File: src/rtl/game_pkg.sv
// Shared sprite/game definitions: animation types and sprite ROM geometry.
package game_pkg;

  typedef enum logic [1:0] {
    Idle = 2'd0,
    Run  = 2'd1,
    Jump = 2'd2,
    Fall = 2'd3
  } anim_type_enum;

  localparam int unsigned SPRITE_W    = 32;
  localparam int unsigned SPRITE_H    = 48;
  localparam int unsigned FRAME_WORDS = SPRITE_W * SPRITE_H;

endpackage

File: src/rtl/rising_edge_detect.sv
// Registers a level on Clk and emits a one-cycle pulse on each low-to-high sample.
module rising_edge_detect (
  input  logic Clk,
  input  logic Reset,
  input  logic in,
  output logic pulse
);

  logic in_q;

  always_ff @(posedge Clk) begin
    if (Reset) begin
      in_q <= 1'b0;
    end else begin
      in_q <= in;
    end
  end

  assign pulse = in & ~in_q;

endmodule

File: src/rtl/sprite_anim_controller.sv
// Per-player animation sequencer: picks Idle/Run/Jump/Fall on each frame tick,
// steps the frame index at a fixed hold rate and registers the sprite ROM base address.
module sprite_anim_controller
  import game_pkg::*;
#(
  parameter int unsigned IDLE_FRAMES = 4,
  parameter int unsigned RUN_FRAMES  = 4,
  parameter int unsigned JUMP_FRAMES = 2,
  parameter int unsigned FALL_FRAMES = 2,
  parameter int unsigned HOLD_TICKS  = 3,
  parameter int unsigned FRAME_WORDS = game_pkg::FRAME_WORDS
) (
  input  logic        Clk,
  input  logic        Reset,
  input  logic        frame_clk,
  input  logic        revive,
  input  logic        pause,
  input  logic [9:0]  x_motion,
  input  logic [9:0]  y_motion,
  input  logic        on_ground,
  output logic [1:0]  anim_type,
  output logic [2:0]  frame_index,
  output logic        facing_left,
  output logic [14:0] rom_base,
  output logic        frame_tick
);

  localparam int unsigned RunOffset  = IDLE_FRAMES;
  localparam int unsigned JumpOffset = IDLE_FRAMES + RUN_FRAMES;
  localparam int unsigned FallOffset = IDLE_FRAMES + RUN_FRAMES + JUMP_FRAMES;

  logic          clear;
  logic          tick;
  anim_type_enum type_q, type_d, sel_type;
  logic [2:0]    idx_q, idx_d, last_idx;
  logic [3:0]    hold_q, hold_d;
  logic          facing_q, facing_d;
  logic [14:0]   rom_q, rom_d;
  logic          tick_q, tick_d;
  logic [4:0]    slot;

  assign clear = Reset | revive;

  rising_edge_detect u_tick_detect (
    .Clk  (Clk),
    .Reset(clear),
    .in   (frame_clk),
    .pulse(tick)
  );

  always_comb begin
    if (y_motion[9]) begin
      sel_type = Jump;
    end else if ((y_motion != 10'd0) || !on_ground) begin
      sel_type = Fall;
    end else if (x_motion != 10'd0) begin
      sel_type = Run;
    end else begin
      sel_type = Idle;
    end
  end

  always_comb begin
    unique case (type_q)
      Idle:    last_idx = 3'(IDLE_FRAMES - 1);
      Run:     last_idx = 3'(RUN_FRAMES - 1);
      Jump:    last_idx = 3'(JUMP_FRAMES - 1);
      default: last_idx = 3'(FALL_FRAMES - 1);
    endcase
  end

  always_comb begin
    type_d   = type_q;
    idx_d    = idx_q;
    hold_d   = hold_q;
    facing_d = facing_q;
    tick_d   = 1'b0;
    if (tick && !pause) begin
      tick_d = 1'b1;
      if (x_motion[9]) begin
        facing_d = 1'b1;
      end else if (x_motion != 10'd0) begin
        facing_d = 1'b0;
      end
      if (sel_type != type_q) begin
        type_d = sel_type;
        idx_d  = 3'd0;
        hold_d = 4'd0;
      end else if (hold_q == 4'(HOLD_TICKS - 1)) begin
        hold_d = 4'd0;
        // Idle/Run loop; Jump/Fall stick on their final frame.
        if (idx_q != last_idx) begin
          idx_d = idx_q + 3'd1;
        end else if ((type_q == Idle) || (type_q == Run)) begin
          idx_d = 3'd0;
        end
      end else begin
        hold_d = hold_q + 4'd1;
      end
    end
  end

  always_comb begin
    unique case (type_d)
      Idle:    slot = {2'b00, idx_d};
      Run:     slot = 5'(RunOffset) + {2'b00, idx_d};
      Jump:    slot = 5'(JumpOffset) + {2'b00, idx_d};
      default: slot = 5'(FallOffset) + {2'b00, idx_d};
    endcase
    rom_d = 15'(slot * FRAME_WORDS);
  end

  always_ff @(posedge Clk) begin
    if (clear) begin
      type_q   <= Idle;
      idx_q    <= 3'd0;
      hold_q   <= 4'd0;
      facing_q <= 1'b0;
      rom_q    <= 15'd0;
      tick_q   <= 1'b0;
    end else begin
      type_q   <= type_d;
      idx_q    <= idx_d;
      hold_q   <= hold_d;
      facing_q <= facing_d;
      rom_q    <= rom_d;
      tick_q   <= tick_d;
    end
  end

  assign anim_type   = type_q;
  assign frame_index = idx_q;
  assign facing_left = facing_q;
  assign rom_base    = rom_q;
  assign frame_tick  = tick_q;

endmodule

File: config.mk
export PLATFORM = sky130hd
export DESIGN_NAME = sprite_anim_controller
export DESIGN_NICKNAME = d
export VERILOG_FILES = /design/src/rtl/game_pkg.sv /design/src/rtl/rising_edge_detect.sv /design/src/rtl/sprite_anim_controller.sv
export SDC_FILE = /design/constraint.sdc
export NUM_CORES = 1
export LEC_CHECK = 0
export CORE_UTILIZATION = 43
export DETAILED_ROUTE_END_ITERATION = 7
export PLACE_DENSITY = 0.8
export SLEW_MARGIN = 20
export SYNTH_ARGS = -nofsm -noshare
export SYNTH_HDL_FRONTEND = slang
export SYNTH_SLANG_ARGS = --single-unit
File: constraint.sdc
create_clock -name Clk -period 4.74 [get_ports Clk]
set_clock_uncertainty 0.2 [all_clocks]
set_input_delay 0.474 -clock Clk [delete_from_list [all_inputs] [get_ports Clk]]
set_output_delay 0.474 -clock Clk [all_outputs]
set_load 0.005 [all_outputs]
==> metrics.md, run 1 <==
| Metric | Value |
|---|---|
| Crit path top cell by count | `a21o_1` |
| Sequential-to-total area share from yosys stat | `28.94%` |
| Core region area | `0.002522 sq mm` |
| Total CTS buffers | `3` |
| Async S/R FF share, synth | `0%` |
| Die width | `54.30 um` |
| Drt first-iter violations | `35` |
| Total track usage | `20.98%` |
| Core Rows | `18` |
| Die height | `54.30 um` |
| TritonCTS clock tree | `yes` |
| Initial antenna violation count | `0` |
| Final Cycle Share | `approximately 83%` |
| Fmax | `approximately 0.25 GHz` |
| Clock Tree Root | `clkbuf_4` |
| CTS H-Tree Depth | `1` |
| RSZ-0062 raised after global routing | `no` |
| Pwr/cell area | `~180 mW/mm^2` |
| Post_cts resized | `0` |
| Dpl hpwl | `approximately 2.1 mm` |
| Drt first pass iters | `4` |
| Slowest CP cell | `or4_4` |
| Critical-path cell list | `clkdlybuf4s50_1, or4_4, nor4_4, mux2_4, and2_2, a21o_1, inv_1, ha_1, nand3b_1, nand2_2, fa_1, a21o_1, a21oi_1, xor2_1, nor2_1` |
| Crit path DAT | `3940 ps` |
| CP startpoint kind | `primary input` |
| Clk sinks | `17` |
| Residual DRC count | `0` |
| Top Ports | `between 40 and 50` |
| Die ar. | `0.002948 sq mm` |
| Max_cap viols | `0` |
| Crit path required time | `4730 ps` |
| CP Max Fanout | `5` |
| GPL Wtd Cong | `0.8713` |
| TNS Setup | `0 ps` |
| Clk_lat worst skew | `~300 ps` |
| First-pass GRT wire length | `roughly 4.4 mm` |
| Pleak | `approximately 0.64 nW` |
| Final WL | `2.610 mm` |
| Maximum vdd ir drop | `0.1592 mV` |
| Yosys warns | `0` |
| Final Hold Viols | `0` |
| Vias in the first global route | `1013` |
| # diodes | `0` |
| Critical path class | `primary input to flop` |
| Run status | `finished clean` |
| Top_reg_cell synth | `dfxtp_1` |
| Area growth syn-to-layout | `32.77%` |
| Mapped Area | `0.001176 sq mm` |
| Worst Tran Pin Value | `roughly 690 ps` |
| Global route overflow | `0` |
| Initial Util | `46.63%` |
| I/O Buffers | `38` |
| Drt via density | `5.302` |
| #FFs+latches synth | `17` |
| Syn avg cell area | `8.712 sq um` |
| Commonest non-fill, non-tap cell in the layout | `clkdlybuf4s50_1` |
| Final net count | `about 210` |
| Post-synth EDFFs | `0` |
| Fin. max-slew vios | `0` |
| Vias | `1071` |
| Endpoint class of the critical path | `flop` |
| Post-CTS Setup Repair Bufs | `0` |
| Final ANT Viol Nets | `0` |
| Post-Syn Instances | `135` |
| Crit-path max cell delay | `between 500 and 600 ps` |
| Wirelength per Cell | `12.92 um` |
| Distinct cells, synth | `42` |
| CTS clk-pin slew, worst paths | `around 100 ps` |
| Tmin final | `3948 ps` |
| # setup viols final | `0` |
| Commonest non-fill, non-tap cells in the layout | `clkdlybuf4s50_1 (38), dfxtp_1 (17), a21oi_1 (13)` |
| Max_slew headroom | `53.91%` |
| Post-CTS Hold Fix Bufs | `0` |
| Pwr Total | `about 280 uW` |
| Hold WC Path Type | `flop to flop` |
| Largest net degree at the start of global routing | `13` |
| Worst-case clock buffer depth | `2` |
| Ratio of cells with drive above 1 in the final layout | `between 10% and 20%` |
[metal layers]
layer,global-route usage [%],up-vias,share of wire (%)
met3,5.556,7,5.1
li1,-,534,-
met1,24.50,495,42
met5,0,-,0
met2,36.79,35,51
met4,6.838,0,2.0
[final cells by class]
type	instances	area, sq um
sequential	17	340.3
timing repair buffer	39	387.9
clock inverter	1	5.005
multi-input combinational	109	757.0
clock buffer	3	22.52
fill	219	960.9
tap	30	37.54
inverter	3	11.26
[through the flow]
step | instances | worst slack, ps | util (%) | instance area (sq um) | hold slack (ps)
final | 202 | 792.2 | 61.90 | 1562 | 301.4
after global routing | 202 | 673.9 | 61.90 | 1562 | 331.5
after CTS | 202 | 792.7 | 61.90 | 1562 | 304.6
after detailed placement | 198 | 459.3 | 60.81 | 1534 | 289.8
after global placement | 198 | 549.9 | 60.81 | 1534 | 269.0
after floorplan | 143 | 1026 | - | 1206 | 258.5
[state kept, by name (all words and copies together) (netlist names)]
name,count
frame_tick,1
facing_left,1
hold_q,4
frame_index,3
rom_base,5
u_tick_detect.in_q,1
anim_type,2
[synthesized netlist by cell type, types with 2 or more instances]
| library cell | number | area, sq um |
|---|---|---|
| dfxtp_1 | 17 | 340.3 |
| a21oi_1 | 13 | 65.06 |
| nand2_1 | 12 | 45.04 |
| buf_4 | 10 | 75.07 |
| nor2_1 | 10 | 37.54 |
| ha_1 | 9 | 112.6 |
| and2_1 | 4 | 25.02 |
| nand3_1 | 4 | 20.02 |
| nand3b_1 | 4 | 30.03 |
| a21o_1 | 3 | 22.52 |
| clkbuf_1 | 3 | 11.26 |
| inv_1 | 3 | 11.26 |
| nor3_1 | 3 | 15.01 |
| nor3b_1 | 3 | 22.52 |
| and2_2 | 2 | 15.01 |
| mux2_4 | 2 | 30.03 |
| mux2i_1 | 2 | 20.02 |
| nand4_1 | 2 | 12.51 |
| nor2b_1 | 2 | 12.51 |
| nor4_1 | 2 | 12.51 |
| o21ai_0 | 2 | 10.01 |
| xnor2_1 | 2 | 17.52 |
| xor2_1 | 2 | 17.52 |
[where the power goes]
group	leakage (nW)	internal, mW	switching, mW
registers	0.138	0.145	0.00146
clock network	0.0177	0.0315	0.0475
logic	0.489	0.0314	0.0218
[cell families after synthesis]
family                   synth area share, %
adder cells (fa/ha/maj)                11.28
AO/OA/AOI/OAI                          13.72
flip-flops                             28.94
buffers and inverters                  9.255
XOR/XNOR                               2.979
other                                 0.3188
multiplexers                           5.213
AND/OR/NAND/NOR                        28.30
[final timing paths]
check,from,to,slack [ps],cells past startpoint
worst min-delay path,hold_q[1],hold_q[1],300,2
worst max register to register,hold_q[0],rom_base[14],1260,14
worst min register to register,hold_q[1],hold_q[1],300,2
worst max-delay path,x_motion[2],rom_base[14],790,15
[worst max-delay path: cells and delay by family]
family / cells / cell delay, ps
XOR/XNOR: 1 / 150
multiplexers: 1 / 380
AND/OR/NAND/NOR: 6 / 1280
AO/OA/AOI/OAI: 3 / 550
buffers and inverters: 2 / 470
adder cells (fa/ha/maj): 2 / 650
(Power assumes the default switching activity.)
==> run 2: changes to the inputs <==
--- a/config.mk
+++ b/config.mk
@@ -5,9 +5,9 @@
 export SDC_FILE = /design/constraint.sdc
 export NUM_CORES = 1
 export LEC_CHECK = 0
-export CORE_UTILIZATION = 43
+export CORE_UTILIZATION = 38
 export DETAILED_ROUTE_END_ITERATION = 7
-export PLACE_DENSITY = 0.8
+export PLACE_DENSITY = 0.75
 export SLEW_MARGIN = 20
 export SYNTH_ARGS = -nofsm -noshare
 export SYNTH_HDL_FRONTEND = slang
==> constraint.sdc (replaced) <==
create_clock -name Clk -period 3.36 [get_ports Clk]
set_clock_uncertainty 0.2 [all_clocks]
set_input_delay 0.336 -clock Clk [delete_from_list [all_inputs] [get_ports Clk]]
set_output_delay 0.336 -clock Clk [all_outputs]
set_load 0.005 [all_outputs]
==> metrics.md, run 2 (synthesized netlist as in run 1, its figures left out) <==
| Metric | Value |
|---|---|
| First-pass GRT wire length | `5.451 mm (+24%)` |
| Clk_lat worst skew | `290 ps (about the same)` |
| GPL Wtd Cong | `0.7977 (-8.4%)` |
| Tmin final | `around 3300 ps` |
| Final Cycle Share | `99.34%` |
| Initial antenna violation count | `0 (unchanged)` |
| CP Max Fanout | `3 (-2)` |
| Vias in the first global route | `1214 (+20%)` |
| Ratio of cells with drive above 1 in the final layout | `31.34% (+21 points)` |
| Crit path DAT | `3320 ps (-620 ps)` |
| Total track usage | `21.16% (+0.18 points)` |
| Hold slack | `288.5 ps (-12.91 ps)` |
| Run status | `finished, violations left` |
| Total CTS buffers | `3 (unchanged)` |
| Drt first pass iters | `6 (+2)` |
| Commonest non-fill, non-tap cell in the layout | `clkdlybuf4s50_1` |
| Final Hold Viols | `0 (unchanged)` |
| Final ANT Viol Nets | `0 (unchanged)` |
| TritonCTS clock tree | `yes` |
| Dpl hpwl | `2.375 mm (+11%)` |
| Failing checks | `design-rule violations` |
| Final net count | `238 (+14%)` |
| Number of flip-flops in the largest register | `5 (unchanged)` |
| WHS Path Cells | `2 (unchanged)` |
| Fmax | `between 0.2 and 0.3 GHz` |
| Die ar. | `0.003322 sq mm (+13%)` |
| Die height | `57.64 um (+6.1%)` |
| Initial Util | `41.23% (-5.4 points)` |
| Post-CTS Hold Fix Bufs | `0 (unchanged)` |
| Max_cap viols | `0 (unchanged)` |
| Top Ports | `48 (unchanged)` |
| Final WL | `3.228 mm (+24%)` |
| Core region area | `0.002853 sq mm (+13%)` |
| Vias | `1201 (+12%)` |
| Wirelength per Cell | `13.91 um (+7.7%)` |
| Worst-case clock buffer depth | `2 (unchanged)` |
| Critical-path cell list | `buf_6, or4_4, nor4_4, mux2_4, and2_4, a21o_1, inv_1, ha_1, nand3b_1, nand2_4, buf_6, ha_4, a21o_1, a21oi_2, xor2_1, nor2_1` |
| CP startpoint kind | `primary input` |
| CTS H-Tree Depth | `1 (unchanged)` |
| Maximum vdd ir drop | `0.1673 mV (+5.1%)` |
| Core Rows | `19 (+1)` |
| Clk sinks | `17 (unchanged)` |
| Fin. max-slew vios | `0 (unchanged)` |
| Hold WC Path Type | `flop to flop` |
| Drt first-iter violations | `29 (-17%)` |
| Reg2Reg Depth | `16 (+2)` |
| Fill count | `236 (+7.8%)` |
| Largest net degree at the start of global routing | `13 (unchanged)` |
| Clock Tree Root | `clkbuf_4` |
| Endpoint class of the critical path | `flop` |
| Slowest CP cell | `or4_4` |
| Crit path required time | `3340 ps (-1390 ps)` |
| # setup viols final | `0 (unchanged)` |
| Global route overflow | `0 (unchanged)` |
| Commonest non-fill, non-tap cells in the layout | `clkdlybuf4s50_1 (30), buf_4 (26), dfxtp_1 (17)` |
| CTS clk-pin slew, worst paths | `100 ps (about the same)` |
| RSZ-0062 raised after global routing | `yes` |
| Critical path class | `primary input to flop` |
| Drt via density | `5.177 (-2.4%)` |
| Pwr/cell area | `221.5 mW/mm^2 (+24%)` |
| Residual DRC count | `3 (+3)` |
| Pleak | `0.8146 nW (+26%)` |
| Area growth syn-to-layout | `58.40%` |
| Worst R2R Setup Slack | `200 ps (-1060 ps)` |
| TNS Setup | `0 ps (unchanged)` |
| I/O Buffers | `38 (unchanged)` |
| # diodes | `0 (unchanged)` |
| Crit-path max cell delay | `530 ps (about the same)` |
| Die width | `57.64 um (+6.1%)` |
run 2: repair_timing:
action                                 in CTS  in global routing
buffers inserted                            6                  0
pin swaps                                  12                 15
endpoints found under the hold margin       0                  0
resized for setup                          18                 18
setup endpoints to repair                   4                  3
run 2: critical path: cells and delay by family:
kind	cells	cell delay, ps
AND/OR/NAND/NOR	6	1260
XOR/XNOR	1	140
AO/OA/AOI/OAI	3	520
buffers and inverters	3	270
adder cells (fa/ha/maj)	2	440
multiplexers	1	360
run 2: per-layer routing:
layer | wire length, um | vias up | GRT usage [%]
met2 | 1724 | 35 | 36.88
met1 | 1317 | 568 | 26.08
met3 | 136 | 8 | 3.795
met5 | 0 | - | 0
li1 | - | 590 | -
met4 | 49 | 0 | 7.666
run 2: area by class of cell:
class	instances	area, sq um	share of cell area [%]
sequential	17	340.3	18.27
timing repair buffer	68	611.8	32.84
clock buffer	4	26.28	1.410
multi-input combinational	109	834.6	44.80
inverter	3	11.26	0.6044
tap	31	38.79	2.082
run 2: power by group:
group | switching, mW | leakage (nW) | internal [mW] | total [mW]
Combinational | 0.0397 | 0.662 | 0.0563 | 0.0960
Clock | 0.0644 | 0.0150 | 0.0462 | 0.111
Sequential | 0.00151 | 0.138 | 0.205 | 0.206
Total | 0.106 | 0.815 | 0.307 | 0.413
run 2: path summary, 6_finish.rpt:
path | startpoint | to
max | x_motion[7] | rom_base[14]
min | facing_left | facing_left
max reg2reg | frame_index[1] | rom_base[14]
min reg2reg | facing_left | facing_left
run 2: through the flow:
| stage | utilization, % | cells | cell area [sq um] | power (mW) | setup WS, ps |
|---|---|---|---|---|---|
| floorplan | - | 143 | 1232 | 0.2548 | -119.6 |
| global placement | 61.23 | 222 | 1747 | 0.2993 | -552.7 |
| detailed placement | 61.23 | 222 | 1747 | 0.3021 | -647.7 |
| CTS | 63.42 | 232 | 1809 | 0.4109 | -35.31 |
| global route | 65.31 | 232 | 1863 | 0.4334 | -97.15 |
| finish | 65.31 | 232 | 1863 | 0.4127 | 22.18 |
==> run 3: changes to the inputs <==
--- a/config.mk
+++ b/config.mk
@@ -5,9 +5,11 @@
 export SDC_FILE = /design/constraint.sdc
 export NUM_CORES = 1
 export LEC_CHECK = 0
-export CORE_UTILIZATION = 38
+export CELL_PAD_IN_SITES_DETAIL_PLACEMENT = 0
+export CELL_PAD_IN_SITES_GLOBAL_PLACEMENT = 1
+export CORE_UTILIZATION = 28
 export DETAILED_ROUTE_END_ITERATION = 7
-export PLACE_DENSITY = 0.75
+export PLACE_DENSITY_LB_ADDON = 0.1
 export SLEW_MARGIN = 20
 export SYNTH_ARGS = -nofsm -noshare
 export SYNTH_HDL_FRONTEND = slang
==> metrics.md, run 3 (synthesized netlist as in run 1, its figures left out) <==
| Metric | Value |
|---|---|
| Run status | `finished, violations left` |
| Failing checks | `negative setup slack` |
| Final ANT Viol Nets | `0 (unchanged)` |
| Vias | `1157 (-3.7%)` |
| Drt first-iter violations | `21 (-28%)` |
| P_sw | `122.7 uW (+16%)` |
| # setup viols final | `1 (+1)` |
| Hold WC Path Type | `flop to flop` |
| TritonCTS clock tree | `yes` |
| Worst path buffer plus inverter count | `4 (+1)` |
| # diodes | `0 (unchanged)` |
| Pleak | `0.8267 nW (+1.5%)` |
| Clock Power Share | `35.4% (+8.6 points)` |
| Clk sinks | `17 (unchanged)` |
| CTS clk-pin slew, worst paths | `70 ps (-30 ps)` |
| Global route overflow | `0 (unchanged)` |
| Ratio of cells with drive above 1 in the final layout | `32.51% (+1.2 points)` |
| Pwr/cell area | `243.2 mW/mm^2 (+9.8%)` |
| Commonest non-fill, non-tap cells in the layout | `clkdlybuf4s50_1 (30), buf_4 (28), dfxtp_1 (17)` |
| Crit path DAT | `3320 ps (about the same)` |
| Final WS setup | `-9.946 ps (-32.12 ps)` |
| Final WL | `3.199 mm (-0.90%)` |
| CTS H-Tree Depth | `1 (unchanged)` |
| Fmax | `0.2967 GHz (-0.95%)` |
| Max_cap viols | `0 (unchanged)` |
| Crit-path max cell delay | `530 ps (about the same)` |
| Clock Tree Root | `clkbuf_8` |
| Initial Util | `29.19% (-12 points)` |
| Residual DRC count | `0 (-3)` |
| First-pass GRT wire length | `5.092 mm (-6.6%)` |
| Area growth syn-to-layout | `63.72%` |
| CP top delay family | `simple AND/OR/NAND/NOR gates` |
| Pre-CTS setup slack | `-615.8 ps (+31.94 ps)` |
| Dpl hpwl | `2.468 mm (+3.9%)` |
| Core Rows | `23 (+4)` |
| Core region area | `0.004029 sq mm (+41%)` |
| Final Cycle Share | `100.3% (+0.96 points)` |
| Vias in the first global route | `1121 (-7.7%)` |
| Die ar. | `0.004464 sq mm (+34%)` |
| Top Ports | `48 (unchanged)` |
| Clk_lat worst skew | `260 ps (-30 ps)` |
| GPL Wtd Cong | `0.7585 (-4.9%)` |
| Net Sw Frac | `26.21% (+0.63 points)` |
| Final Hold Viols | `0 (unchanged)` |
| Slowest CP cell | `or4_4` |
| Endpoint class of the critical path | `flop` |
| Total CTS buffers | `3 (unchanged)` |
| Worst-case clock buffer depth | `2 (unchanged)` |
| Drt via density | `4.573 (-12%)` |
| TNS Setup | `-9.946 ps (-9.946 ps)` |
| Die width | `66.81 um (+16%)` |
| Critical path class | `primary input to flop` |
| Fin. max-slew vios | `0 (unchanged)` |
| Final net count | `240 (+0.84%)` |
| Largest net degree at the start of global routing | `13 (unchanged)` |
| Internal Power | `345.5 uW (+13%)` |
| Crit path required time | `3310 ps (-30 ps)` |
| CP startpoint kind | `primary input` |
| Total track usage | `15.32% (-5.8 points)` |
| Critical-path cell list | `buf_6, or4_4, nor4_4, mux2_4, buf_4, a31oi_4, buf_6, mux2_4, nand2_4, buf_6, ha_4, a21o_1, a21oi_2, xor2_1, nor2_1` |
| Number of flip-flops in the largest register | `5 (unchanged)` |
| RSZ-0062 raised after global routing | `yes` |
| Tmin final | `3370 ps (+32.12 ps)` |
| Drt first pass iters | `3 (-3)` |
| Die height | `66.81 um (+16%)` |
| Post-layout util | `47.80% (-18 points)` |
| Wirelength per Cell | `12.64 um (-9.1%)` |
| Crit path top cell by count | `buf_6` |
| Combinational share of power | `20.7% (-2.6 points)` |
| Maximum vdd ir drop | `0.1024 mV (-39%)` |
| CP Max Fanout | `3 (unchanged)` |
| Initial antenna violation count | `0 (unchanged)` |
| I/O Buffers | `38 (unchanged)` |
| Commonest non-fill, non-tap cell in the layout | `clkdlybuf4s50_1` |
| Reg power frac | `44.0% (-6.0 points)` |
| Pwr Total | `468.3 uW (+13%)` |
[run 3: worst register-to-register path: cells and delay by family, from the launching register on]
kind	cells	cell delay (ps)
and+or+nand+nor	4	410
xor gates and xnor gates	1	150
muxes	1	340
AOI/OAI and AO/OA	5	800
adders and majority gates	3	660
buffers and inverters	2	200
DFF	1	320
[run 3: what timing repair did]
action	4_1_cts	5_1_grt
setup endpoints to repair	4	4
hold buffers	0	0
endpoints found under the hold margin	0	0
gates resized for setup	19	19
pin swaps	12	17
setup buffers	3	3
[run 3: worst paths after layout]
path | from | to | slack, ps | cells past startpoint
setup / recovery | x_motion[7] | rom_base[14] | -10 | 15
hold / removal | hold_q[0] | hold_q[0] | 310 | 2
setup reg to reg | frame_index[1] | rom_base[14] | 150 | 16
hold reg to reg | hold_q[0] | hold_q[0] | 310 | 2
[run 3: stage by stage]
step	area [sq um]	hold WS (ps)	instances
floorplan	1232	257.7	143
global placement	1773	276.1	243
detailed placement	1773	289.8	243
CTS	1841	302.5	250
global route	1926	336.7	253
finish	1926	311.5	253
[run 3: cell type report]
cell class | count | area, sq um
well taps | 50 | 62.56
flip-flops and latches | 17 | 340.3
repair buffers | 70 | 618.1
clock buffers | 3 | 41.29
inverters | 3 | 11.26
fillers | 408 | 2103
multi-input cells | 109 | 847.1
clock inverters | 1 | 5.005
[run 3: power by group through the flow]
stage                     Clock [mW]  Combinational (mW)  Sequential, mW
final                          0.166              0.0967           0.206
after detailed placement           0              0.0938           0.211
after global placement             0              0.0926           0.211
after CTS                      0.169              0.0935           0.206
after global routing           0.180               0.107           0.206
after floorplan                    0              0.0435           0.211
[run 3: layer usage]
layer | track usage, % | wire [um]
met1 | 19.09 | 1455
met2 | 26.14 | 1624
met3 | 2.055 | 65
met4 | 6.383 | 54
met5 | 0 | 0
==> RTL edit (flow settings as in run 1) <==
Remove the case item `Run` of the case on `type_d`.
--- a/src/rtl/sprite_anim_controller.sv
+++ b/src/rtl/sprite_anim_controller.sv
@@ -104,5 +104,4 @@
     unique case (type_d)
       Idle:    slot = {2'b00, idx_d};
-      Run:     slot = 5'(RunOffset) + {2'b00, idx_d};
       Jump:    slot = 5'(JumpOffset) + {2'b00, idx_d};
       default: slot = 5'(FallOffset) + {2'b00, idx_d};
Check against the original RTL: not equivalent (a bounded check fails within 4 cycles, from zero or initial values).
==> RTL edit against run 1 <==
- sequential share of layout area increased by 0.68 points
- wire length fell by 0.42%
- critical path depth down 2
- via count up 1.2%
- worst setup slack worse by 0.19 ns
- final area fell by 3.0%
- synthesized area decreased by 3.0%
- total power decreased by 1.7%
- fmax is 4.7% lower
- clock power about the same
- sequential cell count unchanged
- largest power group unchanged
- highest routed layer is now met3
==> RTL edit: results (changes against run 1) <==
status: "completed"  # unchanged
wl_met3_um: 143  # was 133 µm
cts-resized-gates: 0  # unchanged
final_nets: 204  # was 209
yosysWarnings: 0  # unchanged
m1WireLength_mm: 1.053  # was 1.101 mm
async_flop_share: 0  # unchanged
dr.first_iter.drc_count: 43  # was 35
grt_pass1_vias: 976  # was 1013
hold_path.class: "reg -> reg"  # unchanged
numCtsBuffers: 3  # unchanged
grt_overflow: 0  # unchanged
largest_register_ffs: 5  # unchanged
worst-path-max-fanout: 8  # was 5
drive_above_1_share: 0.07143  # was 0.1047
arrival_ns: 4.13  # was 3.94 ns
grt_use_met2: 0.3646  # was 0.3679
viasPerCell: 5.475  # was 5.302
cts_setup_buffers: 0  # unchanged
gp_congestion: 0.8258  # was 0.8713
dp_cells: 194  # was 198
gr-usage-met1: 0.2397  # was 0.2450
place_ws_ns: 0.2661  # was 0.4593 ns
grt.total_usage: 0.2050  # was 0.2098
grt_max_degree: 17  # was 13
netlist_instances: 134  # was 135
synth_common_cells: "dfxtp_1 (17), nor2_1 (15), nand2_1 (12)"  # was dfxtp_1 (17), a21oi_1 (13), nand2_1 (12)
yosysSeqAreaShare: 0.2982  # was 0.2894
clk_latency_ns: 0.29
dp_hpwl_mm: 2.063  # was 2.132 mm
cts_root_buffer: "clkbuf_4"  # unchanged
crit_slowest_cell: "or4_4"  # unchanged
dr_total_vias: 1084  # was 1071
cp_slowest_stage_delay_ns: 0.54  # about the same
top_layer: "met3"  # was met4
power.leakage_nw: 0.5823  # was 0.6444 nW
avgRoutedWirePerCell_um: 13.13  # was 12.92 µm
synthDistinctLibCells: 42  # unchanged
max-clock-path-buffers: 2  # unchanged
place.port_buffers: 38  # unchanged
post_dp_cell_area_mm2: 0.001486  # was 0.001534 mm²
busiest_layer: "met2"  # unchanged
ir_drop_v: 0.0001606  # was 0.0001592 V
synth_area_leaders: "dfxtp_1 (30%), ha_1 (8.8%), buf_4 (7.2%)"  # was dfxtp_1 (29%), ha_1 (9.6%), buf_4 (6.4%)
dr.pass1.iters: 5  # was 4
grt.met3_usage: 0.05172  # was 0.05556
antenna_found_initial: 0  # unchanged
grt_pass1_wl_mm: 4.222  # was 4.381 mm
clk_pin_slew_worst_paths_ns: 0.10  # about the same
wl_met2_mm: 1.401  # was 1.322 mm
htree_levels: 1  # unchanged
worst_pin_slew_ns: 0.5316  # was 0.6898 ns
antenna_cells: 0  # unchanged
-- RTL edit: path summary, 6_finish.rpt --
path          startpoint           end  slack, ns  depth (start not counted)
max          x_motion[2]  rom_base[14]       0.60                         13
min          facing_left   facing_left       0.29                          2
max reg2reg    hold_q[0]  rom_base[14]       1.12                         14
min reg2reg  facing_left   facing_left       0.29                          2
-- RTL edit: final cells by class --
type | count | area [µm²]
Tap cell | 30 | 37.54
Multi-Input combinational cell | 108 | 724.4
Timing Repair Buffer | 38 | 380.4
Sequential cell | 17 | 340.3
Clock inverter | 1 | 5.005
Inverter | 1 | 3.754
Clock buffer | 3 | 22.52
Fill cell | 225 | 985.9
-- RTL edit: cells by family (layout without fill, tap and decap cells) --
| family | after synthesis | count (layout) | synth area share |
|---|---|---|---|
| compound gates | 26 | 26 | 0.1634 |
| xor+xnor | 6 | 6 | 0.04605 |
| fa+ha+maj | 9 | 9 | 0.1053 |
| buf+inv | 17 | 43 | 0.09319 |
| flops | 17 | 17 | 0.2982 |
| mux | 2 | 2 | 0.01974 |
| other cells | 1 | 9 | 0.003286 |
| simple gates | 56 | 56 | 0.2708 |
-- RTL edit: power breakdown --
group	leakage (nW)	switching, W	internal, W
combinational	0.427	0.0000197	0.0000285
sequential	0.138	0.00000175	0.000145
clock	0.0177	0.0000475	0.0000314
total	0.582	0.0000690	0.000205
-- RTL edit: critical path: cells and delay by family --
family	cells	cell delay, ns
AOI/OAI and AO/OA	4	1.07
and+or+nand+nor	3	0.88
muxes	1	0.30
adders and majority gates	2	0.67
xor gates and xnor gates	2	0.34
buffers and inverters	1	0.40
